`src/rtl/aes256_cop_master.sv`:
```
`default_nettype none
// ============================================================================
// Module   : aes256_cop_master
// Purpose  : Bus-side initiator for the AES-256 co-processor register port.
//            On start it resets the co-processor, loads key and nonce, sets
//            run, then moves plaintext words from a valid/ready input stream
//            into the co-processor and result words back out to a valid/ready
//            output stream until num_blocks 128-bit blocks have returned.
// Ports    : clock_i/reset_i        - clock, synchronous active-high reset
//            start_i, key_i,
//            nonce_i, num_blocks_i  - job request and its parameters
//            busy_o/done_o/error_o  - job status
//            in_*                   - plaintext stream (in_ready_o is comb.)
//            out_*                  - result stream (registered)
//            cop_*                  - co-processor register port
// Revision : 1.0 - initial release
// ============================================================================
module aes256_cop_master #(
    parameter int TIMEOUT = 1024
) (
    input  logic         clock_i,
    input  logic         reset_i,
    input  logic         start_i,
    input  logic [255:0] key_i,
    input  logic [127:0] nonce_i,
    input  logic [15:0]  num_blocks_i,
    output logic         busy_o,
    output logic         done_o,
    output logic         error_o,
    input  logic [31:0]  in_data_i,
    input  logic         in_valid_i,
    output logic         in_ready_o,
    output logic [31:0]  out_data_o,
    output logic         out_valid_o,
    input  logic         out_ready_i,
    output logic [3:0]   cop_addr_o,
    output logic [31:0]  cop_data_in_o,
    output logic         cop_write_en_o,
    input  logic [31:0]  cop_data_out_i
);

    localparam int             WDW       = $clog2(TIMEOUT + 1);
    localparam logic [WDW-1:0] C_TIMEOUT = WDW'(TIMEOUT);

    typedef enum logic [3:0] {
        ST_IDLE  = 4'd0,
        ST_RST   = 4'd1,
        ST_REL   = 4'd2,
        ST_KEY   = 4'd3,
        ST_NONCE = 4'd4,
        ST_RUN   = 4'd5,
        ST_STAT  = 4'd6,
        ST_PUSH  = 4'd7,
        ST_PEEK  = 4'd8,
        ST_POP   = 4'd9,
        ST_STOP  = 4'd10
    } state_e;

    state_e         state_q;
    logic [255:0]   key_q;
    logic [127:0]   nonce_q;
    logic [15:0]    nblk_q;
    logic [2:0]     idx_q;
    logic [17:0]    in_cnt_q;
    logic [17:0]    out_cnt_q;
    logic [WDW-1:0] wdog_q;
    logic           busy_q;
    logic           done_q;
    logic           error_q;
    logic           out_valid_q;
    logic [31:0]    out_data_q;
    logic [3:0]     cop_addr_q;
    logic [31:0]    cop_wdata_q;
    logic           cop_we_q;

    logic [17:0]    w_total;
    logic           w_out_done;
    logic           w_in_more;
    logic           w_want_peek;
    logic           w_push_ok;
    logic [2:0]     w_idx_nxt;
    logic [WDW-1:0] w_wdog_inc;

    // Counters are 18 bits so 4 * 0xFFFF words fit without wrapping.
    assign w_total     = {nblk_q, 2'b00};
    assign w_out_done  = (out_cnt_q == w_total);
    assign w_in_more   = (in_cnt_q < w_total);
    // Status word: bit 30 = iw_full, bit 27 = ow_empty.
    assign w_want_peek = !cop_data_out_i[27] && !out_valid_q;
    // Output drain has priority over input push.
    assign w_push_ok   = (state_q == ST_STAT) && !w_out_done && !w_want_peek &&
                         w_in_more && !cop_data_out_i[30] && in_valid_i;
    assign w_idx_nxt   = idx_q + 3'd1;
    assign w_wdog_inc  = wdog_q + 1'b1;

    assign in_ready_o     = w_push_ok;
    assign busy_o         = busy_q;
    assign done_o         = done_q;
    assign error_o        = error_q;
    assign out_data_o     = out_data_q;
    assign out_valid_o    = out_valid_q;
    assign cop_addr_o     = cop_addr_q;
    assign cop_data_in_o  = cop_wdata_q;
    assign cop_write_en_o = cop_we_q;

    // Bus outputs are loaded on entry to each state, so they always describe
    // the cycle the FSM is currently in.
    always_ff @(posedge clock_i) begin
        if (reset_i) begin
            state_q     <= ST_IDLE;
            key_q       <= '0;
            nonce_q     <= '0;
            nblk_q      <= '0;
            idx_q       <= '0;
            in_cnt_q    <= '0;
            out_cnt_q   <= '0;
            wdog_q      <= '0;
            busy_q      <= 1'b0;
            done_q      <= 1'b0;
            error_q     <= 1'b0;
            out_valid_q <= 1'b0;
            out_data_q  <= '0;
            cop_addr_q  <= '0;
            cop_wdata_q <= '0;
            cop_we_q    <= 1'b0;
        end else begin
            done_q <= 1'b0;
            if (out_valid_q && out_ready_i) begin
                out_valid_q <= 1'b0;
            end
            case (state_q)
                ST_IDLE: begin
                    if (start_i) begin
                        key_q     <= key_i;
                        nonce_q   <= nonce_i;
                        nblk_q    <= num_blocks_i;
                        error_q   <= 1'b0;
                        in_cnt_q  <= '0;
                        out_cnt_q <= '0;
                        wdog_q    <= '0;
                        if (num_blocks_i == 16'd0) begin
                            // Empty job: finish without touching the bus.
                            done_q <= 1'b1;
                        end else begin
                            busy_q      <= 1'b1;
                            state_q     <= ST_RST;
                            cop_addr_q  <= 4'd0;
                            cop_wdata_q <= 32'd2;
                            cop_we_q    <= 1'b1;
                        end
                    end
                end
                ST_RST: begin
                    state_q     <= ST_REL;
                    cop_wdata_q <= 32'd0;
                end
                ST_REL: begin
                    state_q     <= ST_KEY;
                    idx_q       <= 3'd0;
                    cop_addr_q  <= 4'd5;
                    cop_wdata_q <= key_q[31:0];
                end
                ST_KEY: begin
                    if (idx_q == 3'd7) begin
                        state_q     <= ST_NONCE;
                        idx_q       <= 3'd0;
                        cop_addr_q  <= 4'd1;
                        cop_wdata_q <= nonce_q[31:0];
                    end else begin
                        idx_q       <= w_idx_nxt;
                        cop_addr_q  <= 4'd5 + {1'b0, w_idx_nxt};
                        cop_wdata_q <= key_q[{w_idx_nxt, 5'b00000} +: 32];
                    end
                end
                ST_NONCE: begin
                    if (idx_q == 3'd3) begin
                        state_q     <= ST_RUN;
                        idx_q       <= 3'd0;
                        cop_addr_q  <= 4'd0;
                        cop_wdata_q <= 32'd1;
                    end else begin
                        idx_q       <= w_idx_nxt;
                        cop_addr_q  <= 4'd1 + {2'b00, w_idx_nxt[1:0]};
                        cop_wdata_q <= nonce_q[{w_idx_nxt[1:0], 5'b00000} +: 32];
                    end
                end
                ST_RUN, ST_PUSH, ST_POP: begin
                    // Always re-read status before the next decision.
                    state_q     <= ST_STAT;
                    cop_addr_q  <= 4'd0;
                    cop_wdata_q <= 32'd0;
                    cop_we_q    <= 1'b0;
                end
                ST_STAT: begin
                    if (w_out_done) begin
                        state_q     <= ST_STOP;
                        cop_addr_q  <= 4'd0;
                        cop_wdata_q <= 32'd0;
                        cop_we_q    <= 1'b1;
                    end else if (w_want_peek) begin
                        state_q    <= ST_PEEK;
                        cop_addr_q <= 4'd14;
                    end else if (w_push_ok) begin
                        state_q     <= ST_PUSH;
                        cop_addr_q  <= 4'd13;
                        cop_wdata_q <= in_data_i;
                        cop_we_q    <= 1'b1;
                        in_cnt_q    <= in_cnt_q + 18'd1;
                        wdog_q      <= '0;
                    end else if (w_wdog_inc == C_TIMEOUT) begin
                        error_q     <= 1'b1;
                        state_q     <= ST_STOP;
                        cop_addr_q  <= 4'd0;
                        cop_wdata_q <= 32'd0;
                        cop_we_q    <= 1'b1;
                    end else begin
                        wdog_q <= w_wdog_inc;
                    end
                end
                ST_PEEK: begin
                    out_data_q  <= cop_data_out_i;
                    out_valid_q <= 1'b1;
                    state_q     <= ST_POP;
                    cop_wdata_q <= 32'd0;
                    cop_we_q    <= 1'b1;
                    out_cnt_q   <= out_cnt_q + 18'd1;
                    wdog_q      <= '0;
                end
                ST_STOP: begin
                    state_q  <= ST_IDLE;
                    busy_q   <= 1'b0;
                    done_q   <= 1'b1;
                    cop_we_q <= 1'b0;
                end
                default: begin
                    state_q  <= ST_IDLE;
                    busy_q   <= 1'b0;
                    cop_we_q <= 1'b0;
                end
            endcase
        end
    end

endmodule
`default_nettype wire

```
`config.mk`:
```
export PLATFORM = sky130hd
export DESIGN_NAME = aes256_cop_master
export DESIGN_NICKNAME = d
export VERILOG_FILES = /design/src/rtl/aes256_cop_master.sv
export SDC_FILE = /design/constraint.sdc
export NUM_CORES = 1
export LEC_CHECK = 0
export BUFFER_PORTS_ARGS = -buffer_cell sky130_fd_sc_hd__buf_2
export CELL_PAD_IN_SITES_DETAIL_PLACEMENT = 1
export CELL_PAD_IN_SITES_GLOBAL_PLACEMENT = 1
export CORE_ASPECT_RATIO = 1.2
export CORE_MARGIN = 8
export CORE_UTILIZATION = 43
export CTS_CLUSTER_DIAMETER = 200
export DETAILED_ROUTE_END_ITERATION = 8
export PLACE_DENSITY_LB_ADDON = 0.1
export SYNTH_ARGS = -nofsm -noshare
export SYNTH_HDL_FRONTEND = slang
export SYNTH_SLANG_ARGS = --single-unit
export TNS_END_PERCENT = 50
```
`constraint.sdc`:
```
create_clock -name clock_i -period 10.56 [get_ports clock_i]
set_input_delay 2.64 -clock clock_i [delete_from_list [all_inputs] [get_ports clock_i]]
set_output_delay 2.64 -clock clock_i [all_outputs]
set_load 0.005 [all_outputs]
```
==> results of run 1 <==
## Yosys cell counts (all sizes together), types with 8 or more instances
cell type    n
nand2      907
ha          24
o2bb2ai     32
a31oi        9
or3         14
buf         28
nor4         8
nand4        9
a21oi      503
xnor2       12
nand3       21
xor2        17
o211ai       8
a21o         9
dfxtp      527
mux2i       34
nor3        10
nor2        55
mux4        96
inv         29
clkbuf     186
or4          8
o21ai       63
and3        17
a222oi      30
## registers in the layout (all words and copies together), names as in the netlist
| name | count |
|---|---|
| busy_o | 1 |
| key_q | 256 |
| cop_addr_o | 4 |
| out_cnt_q | 18 |
| error_o | 1 |
| nonce_q | 128 |
| out_data_o | 32 |
| cop_write_en_o | 1 |
| done_o | 1 |
| cop_data_in_o | 32 |
| wdog_q | 11 |
| out_valid_o | 1 |
| idx_q | 3 |
| nblk_q | 16 |
| state_q | 4 |
| in_cnt_q | 18 |
## through the flow
| step | instance area, um2 | power, mW | utilization | hold slack [ns] |
|---|---|---|---|---|
| after global routing | 27900 | 5.96 | 0.530 | 0.469 |
| final | 27900 | 5.70 | 0.530 | 0.452 |
| after detailed placement | 25900 | 3.65 | 0.492 | 0.441 |
| after CTS | 27900 | 5.75 | 0.530 | 0.455 |
| after global placement | 25900 | 3.60 | 0.492 | 0.439 |
| after floorplan | 22900 | 3.18 | - | 0.433 |
## power breakdown
group	switching, mW	internal (mW)
combinational	0.780	0.448
sequential	0.164	2.22
clock	0.819	1.27
## final cells by class
type                            count  share of cell area
Timing Repair Buffer              564               0.104
Multi-Input combinational cell   1955               0.411
Inverter                           30             0.00408
Sequential cell                   527               0.378
Antenna cell                       18             0.00161
Clock inverter                     16             0.00915
Clock buffer                       82              0.0609
Tap cell                          705              0.0316
## worst reg2reg max path, stage by stage (launching register included)
cell and delay (ns):
dfxtp_4 0.64, inv_1 0.23, ha_4 0.90, buf_4 0.92, mux4_2 0.63, mux2i_1 0.40
o21ai_0 0.23, a21oi_1 0.18, o2bb2ai_1 0.10
## layer usage
metal  routed length [um]  vias up  global-route usage
met5                  182        -                   0
li1                     -    10247                   -
met2                47700      609               0.528
met3                 5090      199              0.0624
met1                32700    10633               0.304
met4                 4300       28               0.130
## kinds of logic (layout without fill, tap and decap cells)
| family | Yosys count | in the layout | share of synthesized area |
|---|---|---|---|
| AO/OA/AOI/OAI | 697 | 697 | 0.175 |
| multiplexers | 130 | 130 | 0.109 |
| other | 0 | 18 | 0 |
| buffers and inverters | 244 | 692 | 0.0410 |
| adder cells (fa/ha/maj) | 24 | 24 | 0.0131 |
| XOR/XNOR | 29 | 29 | 0.0111 |
| AND/OR/NAND/NOR | 1075 | 1075 | 0.189 |
| flip-flops | 527 | 527 | 0.461 |
## path summary, 6_finish.rpt
kind / start / to / slack, ns / cells past startpoint
max: cop_data_out_i[27] / in_ready_o / 3.04 / 7
min: out_data_o[0] / out_data_o[0] / 0.45 / 2
max reg2reg: idx_q[0] / cop_data_in_o[17] / 6.18 / 8
min reg2reg: out_data_o[0] / out_data_o[0] / 0.45 / 2
==> summary.txt, run 1 <==
Static Leak - 11.3 nW
Ordered list of cells on the worst path - buf_2, nor2_1, inv_1, o31ai_4, or4_4, clkinv_2, buf_2
Clock-pin slew of the registers on the worst-case setup and hold paths - 0.06 ns
Kind of launch point of the worst setup path - primary input
CTS tree - done
DRC Markers - 0
Slew at the pin with the worst max-slew slack - 1.20 ns
Initial antenna violation count - 31
Estimated wirelength of the detail-placed design - 66,500 um
GRT overflow - 0
Area of the multi-input gates - 11,500 um2
Pins over their slew limit - 0
Clock period minus worst slack - 7.52 ns
Setup Viol. Count Final - 0
Fillers - 6,421
Last weighted congestion value of the routability-driven placer - 0.857
Synthesized area per cell - 8.40 um2
Most common cell after layout, fill and taps aside - nand2_1
Fraction of final layout cells with drive strength greater than 1 - 0.245
Core region area - 52,600 um2
Later-pin clock latency in the skew report - 0.61 ns
Ys async rst share - 0
GRT Util Overall - 0.284
Maximum achievable frequency - 133 MHz
FF+latch count, synth - 527
Share of the synthesized area in the top cell type - 0.461
Register area share after synthesis - 0.461
1st-pass router iterations - 6
DRT iter0 DRCs - 1,441
Via count - 21,716
Dpl ws - 3.08 ns
Number of max-cap violations - 0
Avg WL per Cell - 23.1 um
Worst Clk Skew - 0.0206 ns
Synth top area cells - dfxtp_1 46%, nand2_1 15%, a21oi_1 11%, mux4_2 9.4%, clkbuf_1 3.0%
Final WL - 90,000 um
Global-route wire length before repair - 134,000 um
Final cell count without fillers - 3,897
Most frequent cells in the layout - 907 x nand2_1, 541 x buf_2, 526 x dfxtp_1
Ys flop type - dfxtp_1
Antenna violation net count after detailed routing - 0
H-tree depth - 2
Number of buffers inserted to repair setup after CTS - 0
Total power per unit cell area - 204 nW/um2
Final hold vios - 0
Net count reported at finish - 3,626
Critical path's slowest cell - clkinv_2
Count of buffering cells on the critical path with inverters included - 4
Maximum buffer depth of the clock tree - 3
Relative slew slack - 0.203
Maximum number of pins on one net before global-route repair - 179
Vias in the first global route - 23,008
Peak per-stage delay on the critical path - 0.71 ns
Number of distinct library cell variants in the gate-level netlist after synthesis - 66
Largest vdd supply drop - 0.145 mV
TritonCTS Buffers - 55
Family of cells with the greatest summed delay on the critical path - buffers and inverters
Number of placed instances with taps included - 3,781
Starting utilization of the core area - 0.435
Post-synthesis instance area - 22,900 um2
Syn Nets - 3,219
TNS Setup - 0 ns
Critical Path Sink Type - output port
Die outline width - 227 um
Synth Warn # - 0
IO buf count - 542
Hold-fix buffers, CTS - 0
Slack of the critical path - 3.04 ns
Dominant cell type by area after synthesis - dfxtp_1
EDFF count, synth - 0
Root buffer cell - clkbuf_16
# rows - 92
I/O Pins - 543
Cells after synthesis - 2,726
Endpoint arrival time on the critical path - 4.88 ns
Vias per Instance - 5.57
Layout overhead on the synthesized area - 21.9%
Result of the run - complete, no violations
Class of the most critical setup path - in -> out
RSZ-0062 raised after global routing - no
Count of clock tree sinks - 527
Worst path required time - 7.92 ns
Highest net fanout along the worst path - 49
Min-delay worst type - reg -> reg
Die area - 60,900 um2
Portion of the clock cycle consumed by the worst path in the final layout - 0.712
Die extent in y - 269 um
Area of all sequential standard cells - 10,600 um2
Number of resized instances in the post-cts repair step - 0
Critical path's most frequent cell - buf_2
No activity file was read; power rests on OpenSTA's default activity.
==> inputs of run 2 (changes only) <==
CORE_UTILIZATION = 36   (was 43)
clock period = 6.9 ns   (was 10.56 ns; I/O delays follow)
==> run 2 against run 1 <==
Net effect: global-route usage shrank 3.3 points; wire length grew 4.8%; sequential power grew 53%; largest cell class unchanged.
==> summary.txt, run 2 (synthesized netlist as in run 1, its figures left out) <==
Result of the run - complete, no violations
Estimated wirelength of the detail-placed design - 69,900 um
Die outline width - 246 um
Fraction of final layout cells with drive strength greater than 1 - 0.242
Worst Clk Skew - 0.0239 ns
1st-pass router iterations - 7
Die extent in y - 292 um
Layout overhead on the synthesized area - 22.1%
Number of buffers inserted to repair setup after CTS - 0
TNS Setup - 0 ns
Static Leak - 11.2 nW
Later-pin clock latency in the skew report - 0.61 ns
Root buffer cell - clkbuf_16
Hold-fix buffers, CTS - 0
Maximum buffer depth of the clock tree - 3
Worst path required time - 5.18 ns
Number of max-cap violations - 0
Final WL - 94,300 um
Kind of launch point of the worst setup path - primary input
Avg WL per Cell - 23.5 um
Share of the core filled with cells - 0.443
DRC Markers - 0
Via count - 21,446
Maximum achievable frequency - 207 MHz
Most common cell after layout, fill and taps aside - nand2_1
Largest register by flop count - key_q
Clock period minus worst slack - 4.84 ns
Count of clock tree sinks - 527
GRT overflow - 0
Area of all sequential standard cells - 10,600 um2
Maximum number of pins on one net before global-route repair - 207
Largest vdd supply drop - 0.171 mV
GRT Util Overall - 0.251
Total placed instance area - 26,100 um2
I/O Pins - 543
IO buf count - 542
Most frequent cells in the layout - 907 x nand2_1, 541 x buf_2, 526 x dfxtp_1
Min-delay worst type - reg -> reg
Endpoint arrival time on the critical path - 3.11 ns
Global-route wire length before repair - 140,000 um
Area of the multi-input gates - 11,500 um2
Initial antenna violation count - 17
Largest registers - key_q: 256 flops, nonce_q: 128 flops
Die area - 72,000 um2
Number of resized instances in the post-cts repair step - 0
Core region area - 63,100 um2
Clock-pin slew of the registers on the worst-case setup and hold paths - 0.06 ns
Vias in the first global route - 23,195
DRT iter0 DRCs - 1,202
Total power per unit cell area - 307 nW/um2
Critical Path Sink Type - output port
Net count reported at finish - 3,627
Flip-flop count of the largest register after layout - 256
Antenna violation net count after detailed routing - 0
H-tree depth - 2
Pins over their slew limit - 0
# rows - 101
RSZ-0062 raised after global routing - no
Highest net fanout along the worst path - 13
Last weighted congestion value of the routability-driven placer - 0.885
Vias per Instance - 5.35
CTS tree - done
Final hold vios - 0
Portion of the clock cycle consumed by the worst path in the final layout - 0.701
Post-route design area - 28,000 um2
TritonCTS Buffers - 56
Worst hold slack - 0.454 ns
Class of the most critical setup path - in -> out
Relative slew slack - 0.233
Slew at the pin with the worst max-slew slack - 1.15 ns
Starting utilization of the core area - 0.363
Fillers - 7,642
Setup Viol. Count Final - 0
==> run 2: changes by cell type in the layout (fill, tap and decap cells not counted), sizes merged <==
cell,before,now
clkinv,10,6
inv,29,31
bufinv,7,2
diode,18,12
clkbuf,82,91
==> run 2: path summary, 6_finish.rpt <==
check                startpoint                 to  slack [ns]  cells after the start
max          cop_data_out_i[27]         in_ready_o        2.06                      7
min reg2reg         nonce_q[62]        nonce_q[62]        0.45                      2
min                 nonce_q[62]        nonce_q[62]        0.45                      2
max reg2reg            idx_q[0]  cop_data_in_o[25]        3.11                      8
==> run 2: layout make-up <==
class / instances / share of cell area
antenna: 12 / 0.00107
clock buffer: 91 / 0.0613
clock inverter: 9 / 0.00367
inverter: 30 / 0.00407
multi-input combinational: 1955 / 0.410
sequential: 527 / 0.377
tap: 824 / 0.0369
timing repair buffer: 564 / 0.106
==> run 2: power by group <==
group          switching [mW]  internal (mW)  leakage, nW  total (mW)
logic                    1.21          0.698         6.01        1.91
clock network            1.27           1.76        0.896        3.02
registers               0.253           3.39         4.30        3.64
==> run 2: layer usage <==
metal,vias up,part of all wire,track usage
li1,10236,-,-
met1,10521,0.36,0.262
met2,531,0.55,0.487
met3,150,0.046,0.0432
met4,8,0.038,0.102
met5,-,0.00052,0
==> run 2: worst max-delay path, stage by stage <==
cell	delay, ns
buf_2	0.11
nor2_1	0.45
inv_1	0.17
o31ai_4	0.12
or4_4	0.29
clkinv_2	0.10
buf_2	0.14
==> run 2: metrics by stage <==
step / total power [mW] / setup slack, ns / instances
after detailed placement: 5.65 / 2.03 / 3900
final: 8.58 / 2.06 / 4012
after floorplan: 4.87 / 2.23 / 2726
after global routing: 9.00 / 1.98 / 4007
after CTS: 8.69 / 2.04 / 4000
after global placement: 5.58 / 2.11 / 3900
